[src/rtl/exe_hazard_forward_ctrl.sv]
// Execute-stage hazard/forwarding controller: tracks EXE/MEM/WB writers, selects forwarding
// sources, raises the load-use (or RAW) stall and the branch flush, and counts both events.
module exe_hazard_forward_ctrl #(
    parameter bit FWD_EN       = 1'b1,
    parameter int FLUSH_CYCLES = 1,
    parameter int CNT_W        = 16
) (
    input  logic             clk,
    input  logic             rst,
    input  logic             id_valid,
    input  logic [3:0]       id_src1,
    input  logic [3:0]       id_src2,
    input  logic             id_use_src1,
    input  logic             id_use_src2,
    input  logic [3:0]       id_dest,
    input  logic             id_wb_en,
    input  logic             id_mem_r_en,
    input  logic             branch_taken,
    output logic [1:0]       sel_src_1,
    output logic [1:0]       sel_src_2,
    output logic             hazard_stall,
    output logic             flush_if_id,
    output logic             flush_id_exe,
    output logic [CNT_W-1:0] stall_cnt,
    output logic [CNT_W-1:0] flush_cnt,
    output logic             dbg_state,
    output logic [6:0]       dbg_wb_slot
);

    typedef struct packed {
        logic       v;
        logic [3:0] dest;
        logic       wb;
        logic       mr;
    } slot_t;

    typedef enum logic {RUN = 1'b0, FLUSH = 1'b1} state_t;

    localparam logic [2:0]       FCNT_INIT = 3'(FLUSH_CYCLES - 1);
    localparam logic [CNT_W-1:0] CNT_ONE   = {{(CNT_W-1){1'b0}}, 1'b1};

    slot_t            exe_q, exe_d, mem_q, mem_d, wb_q, wb_d;
    state_t           state_q, state_d;
    logic [2:0]       fcnt_q, fcnt_d;
    logic [1:0]       sel1_q, sel1_d, sel2_q, sel2_d;
    logic [CNT_W-1:0] stall_cnt_q, stall_cnt_d, flush_cnt_q, flush_cnt_d;

    logic in_run, branch, accept, hz;
    logic m_exe1, m_exe2, m_mem1, m_mem2;

    function automatic logic match(input slot_t s, input logic use_src, input logic [3:0] src);
        return s.v & s.wb & use_src & (s.dest == src);
    endfunction

    always_comb begin
        in_run = (state_q == RUN);
        m_exe1 = match(exe_q, id_use_src1, id_src1);
        m_exe2 = match(exe_q, id_use_src2, id_src2);
        m_mem1 = match(mem_q, id_use_src1, id_src1);
        m_mem2 = match(mem_q, id_use_src2, id_src2);

        // With forwarding only a load in EXE is too late; without it any in-flight writer blocks.
        if (FWD_EN) hz = exe_q.mr & (m_exe1 | m_exe2);
        else        hz = m_exe1 | m_exe2 | m_mem1 | m_mem2;

        branch       = rst & in_run & branch_taken;
        flush_id_exe = branch;
        flush_if_id  = branch | (rst & ~in_run);
        hazard_stall = rst & id_valid & in_run & ~branch_taken & hz;
        accept       = id_valid & in_run & ~hazard_stall & ~branch;

        exe_d = '0;
        if (accept) exe_d = '{v: 1'b1, dest: id_dest, wb: id_wb_en, mr: id_mem_r_en};
        mem_d = exe_q;
        wb_d  = mem_q;

        // EXE holds the younger result, so it wins over MEM.
        sel1_d = 2'b00;
        sel2_d = 2'b00;
        if (accept && FWD_EN) begin
            if (m_exe1)      sel1_d = 2'b01;
            else if (m_mem1) sel1_d = 2'b10;
            if (m_exe2)      sel2_d = 2'b01;
            else if (m_mem2) sel2_d = 2'b10;
        end

        state_d = state_q;
        fcnt_d  = fcnt_q;
        if (in_run) begin
            if (branch_taken && FLUSH_CYCLES > 1) begin
                state_d = FLUSH;
                fcnt_d  = FCNT_INIT;
            end
        end else if (fcnt_q <= 3'd1) begin
            state_d = RUN;
            fcnt_d  = 3'd0;
        end else begin
            fcnt_d = fcnt_q - 3'd1;
        end

        stall_cnt_d = stall_cnt_q;
        if (hazard_stall && !(&stall_cnt_q)) stall_cnt_d = stall_cnt_q + CNT_ONE;
        flush_cnt_d = flush_cnt_q;
        if (branch && !(&flush_cnt_q)) flush_cnt_d = flush_cnt_q + CNT_ONE;
    end

    always_ff @(posedge clk) begin
        if (!rst) begin
            exe_q       <= '0;
            mem_q       <= '0;
            wb_q        <= '0;
            state_q     <= RUN;
            fcnt_q      <= 3'd0;
            sel1_q      <= 2'b00;
            sel2_q      <= 2'b00;
            stall_cnt_q <= '0;
            flush_cnt_q <= '0;
        end else begin
            exe_q       <= exe_d;
            mem_q       <= mem_d;
            wb_q        <= wb_d;
            state_q     <= state_d;
            fcnt_q      <= fcnt_d;
            sel1_q      <= sel1_d;
            sel2_q      <= sel2_d;
            stall_cnt_q <= stall_cnt_d;
            flush_cnt_q <= flush_cnt_d;
        end
    end

    assign sel_src_1   = sel1_q;
    assign sel_src_2   = sel2_q;
    assign stall_cnt   = stall_cnt_q;
    assign flush_cnt   = flush_cnt_q;
    assign dbg_state   = state_q;
    assign dbg_wb_slot = wb_q;

endmodule

[config.mk]
export PLATFORM = sky130hd
export DESIGN_NAME = exe_hazard_forward_ctrl
export DESIGN_NICKNAME = d
export VERILOG_FILES = /design/src/rtl/exe_hazard_forward_ctrl.sv
export SDC_FILE = /design/constraint.sdc
export NUM_CORES = 1
export LEC_CHECK = 0
export CELL_PAD_IN_SITES_DETAIL_PLACEMENT = 1
export CELL_PAD_IN_SITES_GLOBAL_PLACEMENT = 1
export CORE_MARGIN = 5
export CORE_UTILIZATION = 40
export CTS_CLUSTER_DIAMETER = 100
export DETAILED_ROUTE_END_ITERATION = 7
export MAX_ROUTING_LAYER = met4
export PLACE_DENSITY = 0.94
export SYNTH_ARGS = -nofsm -noshare
export SYNTH_HDL_FRONTEND = slang
export SYNTH_SLANG_ARGS = --single-unit
[constraint.sdc]
create_clock -name clk -period 5.3 [get_ports clk]
set_input_delay 0.795 -clock clk [delete_from_list [all_inputs] [get_ports clk]]
set_output_delay 0.795 -clock clk [all_outputs]
set_load 0.1 [all_outputs]
# == Word-level counts from Yosys, hierarchy flattened ==
# Cells that the tools add are included.
# word_totals
register_bits,61
latch_bits,0
mem_bits_rw,0
romBits,0
input_bits,20
out_inout_bits,47
mem_count,0
# classes
add_sub_neg,3
mul,0
div_mod_pow,0
n_lt_le_gt_ge,1
n_eq_ne,4
shift,0
mux,7
bitwise,29
reduce_logical,10
# ops
cell,count
16-bit by 1-bit adder with 16-bit output (second input constant),2
16-bit AND reduction,2
1-bit bitwise AND,21
4-bit equality test,4
7-bit two-way mux,1
1-bit inverter,6
3-bit OR reduction,2
2-bit two-way mux,2
2-bit AND reduction,2
3-bit by 1-bit less-or-equal comparator with 1-bit output (second input constant),1
1-bit two-way mux,3
3-bit two-way mux,1
3-bit by 1-bit subtractor with 3-bit output (second input constant),1
1-bit logical AND,2
1-bit zero test,2
1-bit OR,2

# == Logic depth before layout (Yosys ltp) ==
# logic_depth
depth_word,11
mapped_depth,7
depth_no_buf,6

# == Least setup slack after synthesis ==
# OpenSTA, ideal clock, no wires.
# synth_path
path_kind,input-to-output
start,input id_src2[0]
end,output hazard_stall
arrival_time_ps,2934
required_time_ps,4505
path_slack_ps,1571
stages,6
cell_sequence,xor2_1 nor3_4 a22oi_4 buf_4 buf_2 nor2_1
# synth_via
elab_chain_len,5
# synth_lines
element,line,rtl
"start, declared",12,"input logic [3:0] id_src2,"
4-bit equality test,52,return s.v & s.wb & use_src & (s.dest == src);
1-bit bitwise AND,52,
1-bit OR,--,
1-bit bitwise AND,63,if (FWD_EN) hz = exe_q.mr & (m_exe1 | m_exe2);
1-bit bitwise AND,69,hazard_stall = rst & id_valid & in_run & ~branch_taken & hz;
"end, declared",21,"output logic hazard_stall,"
# No other way between the ends.

# == Worst setup path in the final report ==
# layout_path
start,input id_src2[1]
end,output hazard_stall
# The elaborated chain is that of the path after synthesis.

==> results.txt <==
Across the VDD grid, the largest voltage drop is 131.5 µV. The number of routed nets with antenna violations came out at 0. The repair_antennas step left the layout with diodes totalling 0.

The class of the worst hold path is reg -> reg. The total non-filler cell area in the finished layout is 3679 µm². The slew of the pin with the lowest slew margin is 991.9 ps.

The detailed router finished its first iteration with 160 violations. The post-route setup TNS is 0 ps. The count of instances resized after the clock tree is built came out at 0. The DRC violation count after routing is 0.

The worst path arrival time is 2880 ps. The total via count in the routed design came out at 2,520. Yosys instantiated no cell more often than dfxtp_1. The mean instance size in the synthesized netlist is 9.264 µm². The synthesized design spends more area on one cell type than any other, namely dfxtp_1. The HPWL after detailed placement came out at 5.865 mm. By count the netlist is led by dfxtp_1, nand2_1, nor2_1. The buffer count from post-CTS setup fixing came out at 0. The pin count of the biggest net entering global routing came out at 37. The placeable core area is 6756 µm². The later pin in the worst-skew pair is clocked with a latency of 340 ps. The filler cell count came out at 797.

The initial antenna violation count came out at 0. The via count of the first global-routing pass came out at 2,763. The critical path is of the in -> out type. The peak clock frequency supported by timing is 272.0 MHz. The final critical-path required period came out at 3676 ps. The count of port buffers added during placement came out at 66. TritonCTS built the clock tree.

Setup slack on the critical path of the routed design comes to 1624 ps. The number of vias per cell after detailed routing is 5.600. STA classifies the critical path endpoint as an output pin. The number of pins with negative max-slew slack in the final report is 0. The width of the chip came out at 92.94 µm. STA classifies the critical path startpoint as a primary input. Across every metal layer, demand over resource in global routing totals 20.94%. The global-route wire length before repair came out at 13.81 mm. The proportion of synthesized chip area in sequential cells came out at 44.38%.

The floorplan step defined a die boundary enclosing 8637 µm². In the synthesized netlist the dominant register cell turns out to be dfxtp_1. For this design the top-level I/O count stands at 67. The number of buffers created by CTS came out at 9. The die is 92.94 µm tall.

The area growth from synthesis to layout is 33.70%. The maximum net fanout on the critical path is 36. The synthesized area is 2751 µm². The final weighted congestion in routability-driven placement came out at 0.8529.

CTS built an H-tree with a depth of 3. By area the synthesized netlist is led by dfxtp_1, xor2_1, and2_1, nand4_1, nand2_1. The net count after synthesis came out at 321. In this run the power density over the cells is 273.1 nW/µm². The count of warnings emitted by yosys came out at 0.

The required time at the endpoint of the critical path is 4510 ps. The setup skew after layout is 8.510 ps. Synthesis produced a netlist whose cell count is 297. The leakage power figure is 1.348 nW.

Once placement finished, the instance area stood at 3455 µm². The synthesized flop and latch total came out at 61. Measured against its own limit, the worst slew margin works out to 33.67%. The worst hold-check slack is 442.2 ps.

Of the post-synthesis cell area, the dominant cell type holds 44.38%. The cell at the root of the clock tree is clkbuf_8. In the final layout, the share of cells above drive strength 1 is 8.919%. The share of the cycle needed by the critical path after routing is 69.36%. The share of synthesized registers carrying an async set or reset came out at 0%. The power after layout came out at 1.005 mW. The effective utilization at floorplan came out at 40.72%. Setup violations remaining at the end of the flow were counted as 0.

The clock passes through at most 2 buffers. In the final design database the tool counted 389 nets. The run finished with clean final reports. The clock transition at the registers of the reported paths is 70 ps. The number of max-cap violations came out at 0.

The number of placement rows came out at 30. Setup repair after global routing left no endpoint under its margin. The number of sinks driven by the clock tree came out at 61. Prior to clock tree synthesis, the placed netlist has a worst setup slack of 1698 ps.

The wire length per cell after detailed routing is 18.65 µm. Counting flops with a built-in enable in the synthesized netlist gives 0. The total iterations of the first detailed-routing run came out at 4.

Global routing finished with a remaining overflow of 0. The total routed wirelength came out at 8.391 mm. The number of hold violations in the final report was 0. The count of different cell masters after synthesis is 48.

Hold repair after CTS inserted 0 buffers.
## final timing paths
| check | from | to | slack (ps) | cells after the start |
|---|---|---|---|---|
| worst max-delay path | id_src2[1] | hazard_stall | 1620 | 6 |
| worst min-delay path | mem_q[0]$_SDFF_PN0_ | dbg_wb_slot[0]$_SDFF_PN0_ | 440 | 1 |
| worst max register to register | exe_q[6]$_SDFF_PN0_ | sel_src_2[1]$_SDFF_PP0_ | 3080 | 5 |
| worst min register to register | mem_q[0]$_SDFF_PN0_ | dbg_wb_slot[0]$_SDFF_PN0_ | 440 | 1 |
## report_power, final
group	switching (mW)	internal, mW
logic	0.0489	0.0273
clock network	0.185	0.276
registers	0.00436	0.463
## routing by layer
layer	global-route usage (%)	vias to the layer above	share of wire, %
met1	23.87	1226	43
met2	35.45	75	52
met4	8.059	0	0.95
li1	-	1210	-
met3	5.118	9	4.8
met5	-	-	0
## cell usage in the layout, fill, tap and decap left out, types with 3 or more instances in the layout
master,Yosys,layout
or4_1,8,8
mux2i_1,6,6
dfxtp_1,61,61
buf_4,1,4
clkbuf_8,0,10
xor2_1,17,17
o31ai_1,10,10
and2_1,15,15
xnor2_1,8,8
inv_1,5,5
o21ai_0,5,5
and3_1,11,11
o211ai_1,3,3
nor3_1,7,7
nor4_1,3,3
nor2_1,19,19
nor3_2,3,3
nand2b_1,5,5
ha_1,4,4
a21oi_1,14,14
and4_1,3,3
clkdlybuf4s50_1,0,63
nand2_1,21,21
nand3_1,15,15
o21ai_1,4,4
nand4_1,14,14
## sequential cells by signal (all words and copies together), names as in the netlist
register,flops
flush_cnt,16
stall_cnt,16
dbg_wb_slot,7
exe_q,7
mem_q,7
fcnt_q,3
sel_src_1,2
sel_src_2,2
dbg_state,1
## layout make-up
| type | count | area (µm²) | share of cell area [%] |
|---|---|---|---|
| inverter | 6 | 22.52 | 0.6122 |
| sequential | 61 | 1221 | 33.20 |
| multi-input combinational | 220 | 1450 | 39.42 |
| clock inverter | 6 | 86.33 | 2.347 |
| tap | 80 | 100.1 | 2.721 |
| clock buffer | 10 | 137.6 | 3.741 |
| timing repair buffer | 67 | 660.6 | 17.96 |
## worst max-delay path: stages
cell and delay [ps]:
clkdlybuf4s50_1 520, xnor2_1 150, and3_1 240, a22oi_4 720, nor2_1 150, buf_4 280
## cells by family (layout without fill, tap and decap cells)
logic type,after synthesis,after routing,share of synthesized area (%)
buf+inv,16,89,2.910
xor+xnor,25,25,7.958
compound gates,42,42,10.10
fa+ha+maj,4,4,1.819
flops,61,61,44.38
simple gates,143,143,30.65
mux,6,6,2.183
## per-stage QoR
stage                     utilization, %  instances
after global placement             51.13        434
after CTS                          54.44        450
after detailed placement           51.13        434
after floorplan                        -        297
after global routing               54.44        450
final                              54.44        450
(Power assumes the default switching activity.)
